### src/rtl/instr_mem_loader.sv
// instr_mem_loader: assembles a big-endian byte stream into 32-bit words
// and writes them to instruction memory, holding the CPU while loading.
module instr_mem_loader #(
  parameter int ADDR_W = 6,
  parameter int DATA_W = 32
) (
  input  logic              clk,
  input  logic              reset,
  input  logic              start,
  input  logic [7:0]        rx_data,
  input  logic              rx_valid,
  output logic              wr_en,
  output logic [ADDR_W-1:0] wr_addr,
  output logic [DATA_W-1:0] wr_data,
  output logic              cpu_hold,
  output logic              done,
  output logic              err
);

  localparam int DEPTH = 1 << ADDR_W;
  localparam int CW    = ADDR_W + 1;

  typedef enum logic [1:0] {
    S_IDLE,
    S_LEN,
    S_LOAD,
    S_DONE
  } state_t;

  state_t            r_state;
  logic [CW-1:0]     r_cnt;
  logic [CW-1:0]     r_words;
  logic [1:0]        r_byte;
  logic [DATA_W-9:0] r_asm;

  logic              w_bad;
  logic [CW-1:0]     w_n;
  logic              w_last;

  // header 0 encodes a full-depth load
  assign w_bad  = (int'(rx_data) > DEPTH);
  assign w_n    = (rx_data == 8'd0) ? CW'(DEPTH) : CW'(rx_data);
  assign w_last = (r_words == r_cnt);

  always_ff @(posedge clk) begin
    if (reset) begin
      r_state  <= S_IDLE;
      r_cnt    <= '0;
      r_words  <= '0;
      r_byte   <= '0;
      r_asm    <= '0;
      wr_en    <= 1'b0;
      wr_addr  <= '0;
      wr_data  <= '0;
      cpu_hold <= 1'b0;
      done     <= 1'b0;
      err      <= 1'b0;
    end else begin
      wr_en <= 1'b0;
      if (wr_en)
        wr_addr <= wr_addr + 1'b1;
      unique case (r_state)
        S_IDLE, S_DONE: begin
          if (start) begin
            r_state  <= S_LEN;
            cpu_hold <= 1'b1;
            done     <= 1'b0;
            err      <= 1'b0;
          end
        end
        S_LEN: begin
          if (rx_valid) begin
            if (w_bad) begin
              r_state  <= S_DONE;
              err      <= 1'b1;
              done     <= 1'b1;
              cpu_hold <= 1'b0;
            end else begin
              r_state <= S_LOAD;
              r_cnt   <= w_n;
              r_words <= '0;
              r_byte  <= '0;
              wr_addr <= '0;
            end
          end
        end
        S_LOAD: begin
          // finish on the edge that closes the last write strobe
          if (wr_en && w_last) begin
            r_state  <= S_DONE;
            done     <= 1'b1;
            cpu_hold <= 1'b0;
          end else if (rx_valid && !w_last) begin
            r_asm  <= {r_asm[DATA_W-17:0], rx_data};
            r_byte <= r_byte + 2'd1;
            if (r_byte == 2'd3) begin
              wr_data <= {r_asm, rx_data};
              wr_en   <= 1'b1;
              r_words <= r_words + CW'(1);
            end
          end
        end
        default: r_state <= S_IDLE;
      endcase
    end
  end

endmodule

### config.mk
export PLATFORM = sky130hd
export DESIGN_NAME = instr_mem_loader
export DESIGN_NICKNAME = d
export VERILOG_FILES = /design/src/rtl/instr_mem_loader.sv
export SDC_FILE = /design/constraint.sdc
export NUM_CORES = 1
export LEC_CHECK = 0
export ABC_AREA = 0
export CELL_PAD_IN_SITES_DETAIL_PLACEMENT = 1
export CELL_PAD_IN_SITES_GLOBAL_PLACEMENT = 1
export CORE_MARGIN = 1
export CORE_UTILIZATION = 40
export CTS_BUF_LIST = sky130_fd_sc_hd__clkbuf_16
export CTS_CLUSTER_SIZE = 24
export DETAILED_ROUTE_END_ITERATION = 16
export PLACE_DENSITY = 0.82
export SKIP_LAST_GASP = 1
export SLEW_MARGIN = 40
export SYNTH_ARGS = -nofsm -noshare
export SYNTH_HDL_FRONTEND = slang
export SYNTH_SLANG_ARGS = --single-unit
### constraint.sdc
create_clock -name clk -period 2.2 [get_ports clk]
set_input_delay 0.44 -clock clk [delete_from_list [all_inputs] [get_ports clk]]
set_output_delay 0.44 -clock clk [all_outputs]
set_load 0.01 [all_outputs]
==> load_flow_metrics.sql <==
INSERT INTO impl_metrics (metric_group, metric, value, unit) VALUES
('timing', 'max_slew_margin', '61.67', '%'),
('finish', 'antenna_cells', '0', ''),
('synthesis', 'synth_largest_area_cell', 'sky130_fd_sc_hd__dfxtp_1', ''),
('worst_hold_path', 'number_of_stages_on_the_worst_hold_path', '2', ''),
('synthesis', 'synth.avg_cell_area', '8.925', 'um2'),
('placed_design', 'last_weighted_congestion_value_of_the_routability_driven_placer', '0.8694', ''),
('setup_path', 'timing.critical_path.arrival', '2.27', 'ns'),
('detailed_routing', 'route.detailed.vias_per_inst', '5.361', ''),
('synthesis', 'synth.top_cells.by_area', 'sky130_fd_sc_hd__dfxtp_1 (49%), sky130_fd_sc_hd__mux2i_1 (9.4%), sky130_fd_sc_hd__nand2_1 (8.5%)', ''),
('setup_path', 'worst-setup-path-type', 'primary input to flop', ''),
('synthesis', 'synth_ff_type', 'sky130_fd_sc_hd__dfxtp_1', ''),
('cts', 'clock-root-buffer', 'sky130_fd_sc_hd__clkbuf_16', ''),
('synthesis', 'syn-cell-area', '3418', 'um2'),
('detailed_routing', 'wire_per_inst', '17.15', 'um'),
('worst_hold_path', 'worst_hold_path_type', 'flop to flop', ''),
('cts', 'post_cts_hold_buffer_count', '0', ''),
('worst_hold_path', 'hold_end', 'wr_data[7]', ''),
('detailed_routing', 'initial_drt_markers', '173', ''),
('timing', 'max_slew.worst_pin.slew', '0.5749', 'ns'),
('timing', 'post-route-min-period', '2.073', 'ns'),
('detailed_routing', 'wl', '9.550', 'mm'),
('setup_path', 'rrSetupSlack', '0.17', 'ns'),
('synthesis', 'yosysWarnings', '0', ''),
('power_and_ir_drop', 'pwr_density_cell', '821.4', 'nW/um2'),
('cts', 'cts.sinks', '84', ''),
('cts', 'cts_max_level', '3', ''),
('setup_path', 'worstReg2RegStart', 'r_words[3]', ''),
('timing', 'timing.final.max_slew_violations', '0', ''),
('grt', 'grt_antenna_before_repair', '0', ''),
('synthesis', 'synth_seq_cells', '84', ''),
('synthesis', 'synth-edff-count', '0', ''),
('timing', 'clock_skew', '0.009337', 'ns'),
('setup_path', 'critical_path.endpoint_type', 'flop', ''),
('timing', 'rsz_0062_raised_after_global_routing', 'false', ''),
('placed_design', 'detailed_place_hpwl', '6.452', 'mm'),
('synthesis', 'netlist_instances', '383', ''),
('timing', 'final.period_utilization', '94.22', '%'),
('timing', 'setup-violations-final', '0', ''),
('synthesis', 'synthDominantCellAreaShare', '49.19', '%'),
('floorplan', 'fp.coreArea', '8258', 'um2'),
('finish', 'drive_gt1_share', '10.40', '%'),
('floorplan', 'initial_standard_cell_utilization_of_the_core', '41.39', '%'),
('detailed_routing', 'firstDrtPassIters', '4', ''),
('cts', 'cts_max_path_buffers', '2', ''),
('setup_path', 'highest_fanout_seen_on_the_critical_path', '8', ''),
('cts', 'clk_transition_reported_paths', '0.06', 'ns'),
('detailed_routing', 'postRouteAntennaNets', '0', ''),
('grt', 'grt_pass1_wl', '15.47', 'mm'),
('synthesis', 'synth_async_sr_flop_share', '0', '%'),
('placed_design', 'post_dp_cell_area', '4164', 'um2'),
('cts', 'tritoncts', 'done', ''),
('synthesis', 'mapped_nets', '400', ''),
('placed_design', 'placement.io_buffers', '53', ''),
('cts', 'numCtsBuffers', '9', ''),
('timing', 'fmaxAchievable', '482.4', 'MHz'),
('cts', 'clk_latency', '0.34', 'ns'),
('grt', 'grt_start_max_net_pins', '56', ''),
('worst_hold_path', 'hold_path.startpoint', 'wr_data[7]', ''),
('synthesis', 'yosys.cell_types.count', '44', ''),
('grt', 'number_of_global_route_vias_before_repair', '3130', ''),
('outcome', 'status', 'finished clean', ''),
('floorplan', 'die_area', '8919', 'um2'),
('power_and_ir_drop', 'leakagePower', '0.001520', 'uW'),
('timing', 'hold_violation_total_from_the_final_report', '0', ''),
('floorplan', 'fp-row-count', '33', ''),
('finish', 'syn2layout_area_growth', '30.60', '%'),
('grt', 'global_route.usage.total', '22.90', '%'),
('detailed_routing', 'drcViolationCount', '0', ''),
('setup_path', 'reg2regPathDepth', '6', ''),
('setup_path', 'timing.critical_path.required', '2.39', 'ns'),
('floorplan', 'floorplan.die.height', '94.44', 'um');
-- registers in the layout, indices dropped and copies added (netlist names) --
register and count:
r_words 7, wr_en 1, wr_addr 6, r_byte 2, cpu_hold 1, r_state 2
r_cnt 7, done 1, r_asm 24, err 1, wr_data 32
-- routing by layer --
metal / wire, um / GRT usage [%]
met5: 0 / 0
met4: 153 / 9.487
met3: 295 / 3.945
met2: 4876 / 40.28
met1: 4225 / 27.41
-- synthesized netlist by cell type (2+ instances only) --
master                     count
sky130_fd_sc_hd__nor2_1       38
sky130_fd_sc_hd__o31ai_1       7
sky130_fd_sc_hd__clkbuf_1     13
sky130_fd_sc_hd__or2_2         2
sky130_fd_sc_hd__nor3_1       10
sky130_fd_sc_hd__buf_2         6
sky130_fd_sc_hd__inv_1         9
sky130_fd_sc_hd__o211ai_1      2
sky130_fd_sc_hd__buf_4         3
sky130_fd_sc_hd__o311ai_0      2
sky130_fd_sc_hd__ha_1          5
sky130_fd_sc_hd__nand2_1      77
sky130_fd_sc_hd__nand4_1       4
sky130_fd_sc_hd__nand3_1       5
sky130_fd_sc_hd__mux2i_1      32
sky130_fd_sc_hd__o32ai_1       2
sky130_fd_sc_hd__dfxtp_1      84
sky130_fd_sc_hd__xnor2_1       9
sky130_fd_sc_hd__a21oi_1      45
sky130_fd_sc_hd__xor2_1        3
sky130_fd_sc_hd__o21ai_0       2
-- layout make-up --
type | instances | area [um2]
sequential | 84 | 1682
inverter | 9 | 33.78
fill | 952 | 3794
tap | 105 | 131.4
clock inverter | 7 | 67.56
clock buffer | 9 | 225.2
multi-input combinational | 267 | 1602
timing repair buffer | 76 | 723.2
-- cells in the final DEF, fill, tap and decap left out, drive strengths merged, types with 2 or more instances in the layout --
cell type,Yosys,layout
dfxtp,84,84
nand2,77,77
clkdlybuf4s50,0,52
a21oi,46,46
nor2,38,38
mux2i,32,32
buf,10,24
nor3,11,11
inv,9,9
xnor2,9,9
clkbuf,13,9
o31ai,7,7
nand3,5,5
ha,5,5
clkinv,0,5
nand4,4,4
xor2,3,3
o21ai,3,3
or2,2,2
o211ai,2,2
o32ai,2,2
o311ai,2,2
a211oi,2,2
-- cells by family after synthesis --
family	Yosys count	share of synthesized area, %
simple gates	143	18.19
flops	84	49.19
compound gates	75	14.06
buf+inv	32	4.283
mux	32	9.371
xor+xnor	12	3.075
fa+ha+maj	5	1.830
-- what timing repair did --
| item | in CTS | in global routing |
|---|---|---|
| endpoints found under the setup margin | 0 | 26 |
| resized for setup | 0 | 1 |
| setup buffers | 0 | 0 |
-- worst max path at each step --
| stage | startpoint | endpoint |
|---|---|---|
| after floorplan | rx_data[3] | r_cnt[4] |
| after global placement | rx_data[3] | r_byte[0] |
| after detailed placement | rx_data[3] | r_byte[1] |
| after CTS | r_words[3] | wr_data[13] |
| after global routing | r_words[3] | wr_data[1] |
| final | rx_data[3] | r_byte[1] |
-- metrics by stage --
stage	instances	hold WS [ns]	utilization, %	worst slack (ns)
after floorplan	383	0.4312	-	0.4653
after global placement	541	0.4447	50.42	-0.07088
after detailed placement	541	0.4524	50.42	-0.1264
after CTS	557	0.4595	53.97	0.1118
after global routing	557	0.4753	54.06	0.01200
final	557	0.4559	54.06	0.1272
-- critical path, cell delays in order --
cell,delay (ns)
sky130_fd_sc_hd__clkdlybuf4s50_1,0.48
sky130_fd_sc_hd__nor4_4,0.39
sky130_fd_sc_hd__a21o_4,0.19
sky130_fd_sc_hd__a21oi_4,0.05
sky130_fd_sc_hd__buf_4,0.18
sky130_fd_sc_hd__o311ai_0,0.38
sky130_fd_sc_hd__a21oi_1,0.15
-- report_power, final --
group          internal (uW)  switching [uW]
Sequential              1560            31.6
Combinational            245             339
Clock                    873             616
No activity file was read; power rests on OpenSTA's default activity.
==> variant: new RTL, same settings <==
Re-encode `state_t` (4 states) as one-hot, 4 bits wide.
--- a/src/rtl/instr_mem_loader.sv
+++ b/src/rtl/instr_mem_loader.sv
@@ -20,11 +20,11 @@
   localparam int DEPTH = 1 << ADDR_W;
   localparam int CW    = ADDR_W + 1;
 
-  typedef enum logic [1:0] {
-    S_IDLE,
-    S_LEN,
-    S_LOAD,
-    S_DONE
+  typedef enum logic [3:0] {
+    S_IDLE = 4'b0001,
+    S_LEN  = 4'b0010,
+    S_LOAD = 4'b0100,
+    S_DONE = 4'b1000
   } state_t;
 
   state_t            r_state;
Check against the original RTL: same outputs for any inputs over 4 cycles, from zero or initial values and one cycle with reset high; so few cycles prove little.
==> variant against the original RTL <==
- setup slack better by 0.077 ns
- clock skew hardly changed
- routed wire length fell by 3.2%
- total power shrank 6.4%
- design area is 6.4% higher
- non-clock buffer count fell by 1
- sequential cell count grew 2
- sequential share of layout area is 1.4 points lower
- synthesized area grew 11%
- critical endpoint is now r_cnt[6]$_SDFFE_PP0P_
- largest cell class is now multi-input combinational cells
==> variant: results (changes against the original RTL) <==
** Run status
- The run finished with clean final reports.

** Critical path
- Critical path's slowest cell :: sky130_fd_sc_hd__nor4b_1
- The path depth of the worst reg2reg path was 5 (-1).
- Critical path capture point :: r_cnt[6]$_SDFFE_PP0P_
- Data arrival time of the critical path :: 2.23 ns (-0.04 ns)
- Worst R2R Setup Slack :: 0.20 ns (+0.03 ns)
- Largest fanout of any net on the critical path :: 13 (+5)
- The biggest cell delay along the critical path came to 0.62 ns (+0.14 ns).
- Delay-heaviest family, CP :: simple AND/OR/NAND/NOR gates
- The worst setup path is launched from a flop.

** GRT
- The pin count of the biggest net entering global routing came to 49 (-13%).
- Global routing usage summed across all routing layers :: 20.0% (-2.9 points)
- Via count of the first global-routing pass :: 3165 (+1.1%)

** Layout
- Number of inserted filler cells in the final layout :: 1041 (+9.3%)
- Proportion of layout cells with a drive suffix above 1 :: 23.6% (+13 points)
- The clock network area share came to 5.40% (-1.2 points).
- The fraction of area in multi-input gates is 39.4% (+3.5 points).
- The number of buffers other than clock buffers in the final layout is 75 (-1.3%).
- Inverter count of the layout excluding clock inverters :: 3 (-6)

** Timing
- The setup clock skew after layout was 0.00950 ns (+0.000168 ns).
- The final critical path time including I/O delays and setup came to 2.00 ns (-0.0768 ns).
- Worst hold margin :: 0.455 ns (-0.000504 ns)
- Remaining max-slew budget at the tightest pin :: 60.2% (-1.5 points)

** Synthesis
- The xor and xnor area share after synthesis is 3.46% (+0.38 points).
- Fraction of the mapped netlist area in adder cells :: 0.987% (-0.84 points)
- Largest cells by area after synthesis :: sky130_fd_sc_hd__dfxtp_1 45%, sky130_fd_sc_hd__a21oi_2 7.1%, sky130_fd_sc_hd__mux2i_1 6.6%
- Post-Synthesis Net Count :: 409 (+2.3%)
- The share of the yosys chip area belonging to registers is 45.3% (-3.9 points).
- The count of distinct cell types in the synthesized netlist came to 47 (+6.8%).
- The share of the synthesized area in compound gates (AO/OA/AOI/OAI) was 15.0% (+0.95 points).

** Pwr
- The cell-internal power came to 2.55 mW (-5.0%).
- The combinational cell power is 0.413 mW (-29%).
- The total sequential power came to 1.69 mW (+6%).

** Place
- Final HPWL DP :: 6.56 mm (+1.7%)
- The placement-stage worst setup slack is -0.105 ns (+0.0209 ns).
- Global placer's final weighted congestion :: 0.810 (-6.8%)
- Placed inst area :: 4490 µm² (+7.9%)

** Detailed routing
- The via count is 2979 (-0.23%).
- Drt wl/cell :: 15.7 µm (-8.2%)

** Worst hold path
- The worst hold path terminates at wr_data[25]$_SDFFE_PP0P_.
-- variant: cell types whose count changed in the layout (fill, tap and decap cells not counted), sizes merged, moves of 3 or more --
cell / unedited run / this run
inv: 9 / 4
mux2i: 32 / 25
nand2: 77 / 85
nor2: 38 / 41
nor4b: 1 / 7
o21ai: 3 / 7
o31ai: 7 / 0
xnor2: 9 / 3
xor2: 3 / 12
-- variant: through the flow --
| step | TNS (ns) | std cells |
|---|---|---|
| 2_1_floorplan | 0 | 394 |
| 3_3_place_gp | 0 | 572 |
| 3_5_place_dp | -0.238 | 572 |
| 4_1_cts | 0 | 587 |
| 5_1_grt | 0 | 587 |
| 6_report | 0 | 587 |
-- variant: logic make-up after synthesis --
family,after synthesis
multiplexers,25
AO/OA/AOI/OAI,71
AND/OR/NAND/NOR,165
XOR/XNOR,15
flip-flops,86
buffers and inverters,29
adder cells (fa/ha/maj),3
-- variant: metal layers --
metal  track usage (%)  share of wire, %
met1              23.1                43
met2              37.8                53
met3              2.67               2.2
met4              7.01               1.0
met5                 0                 0
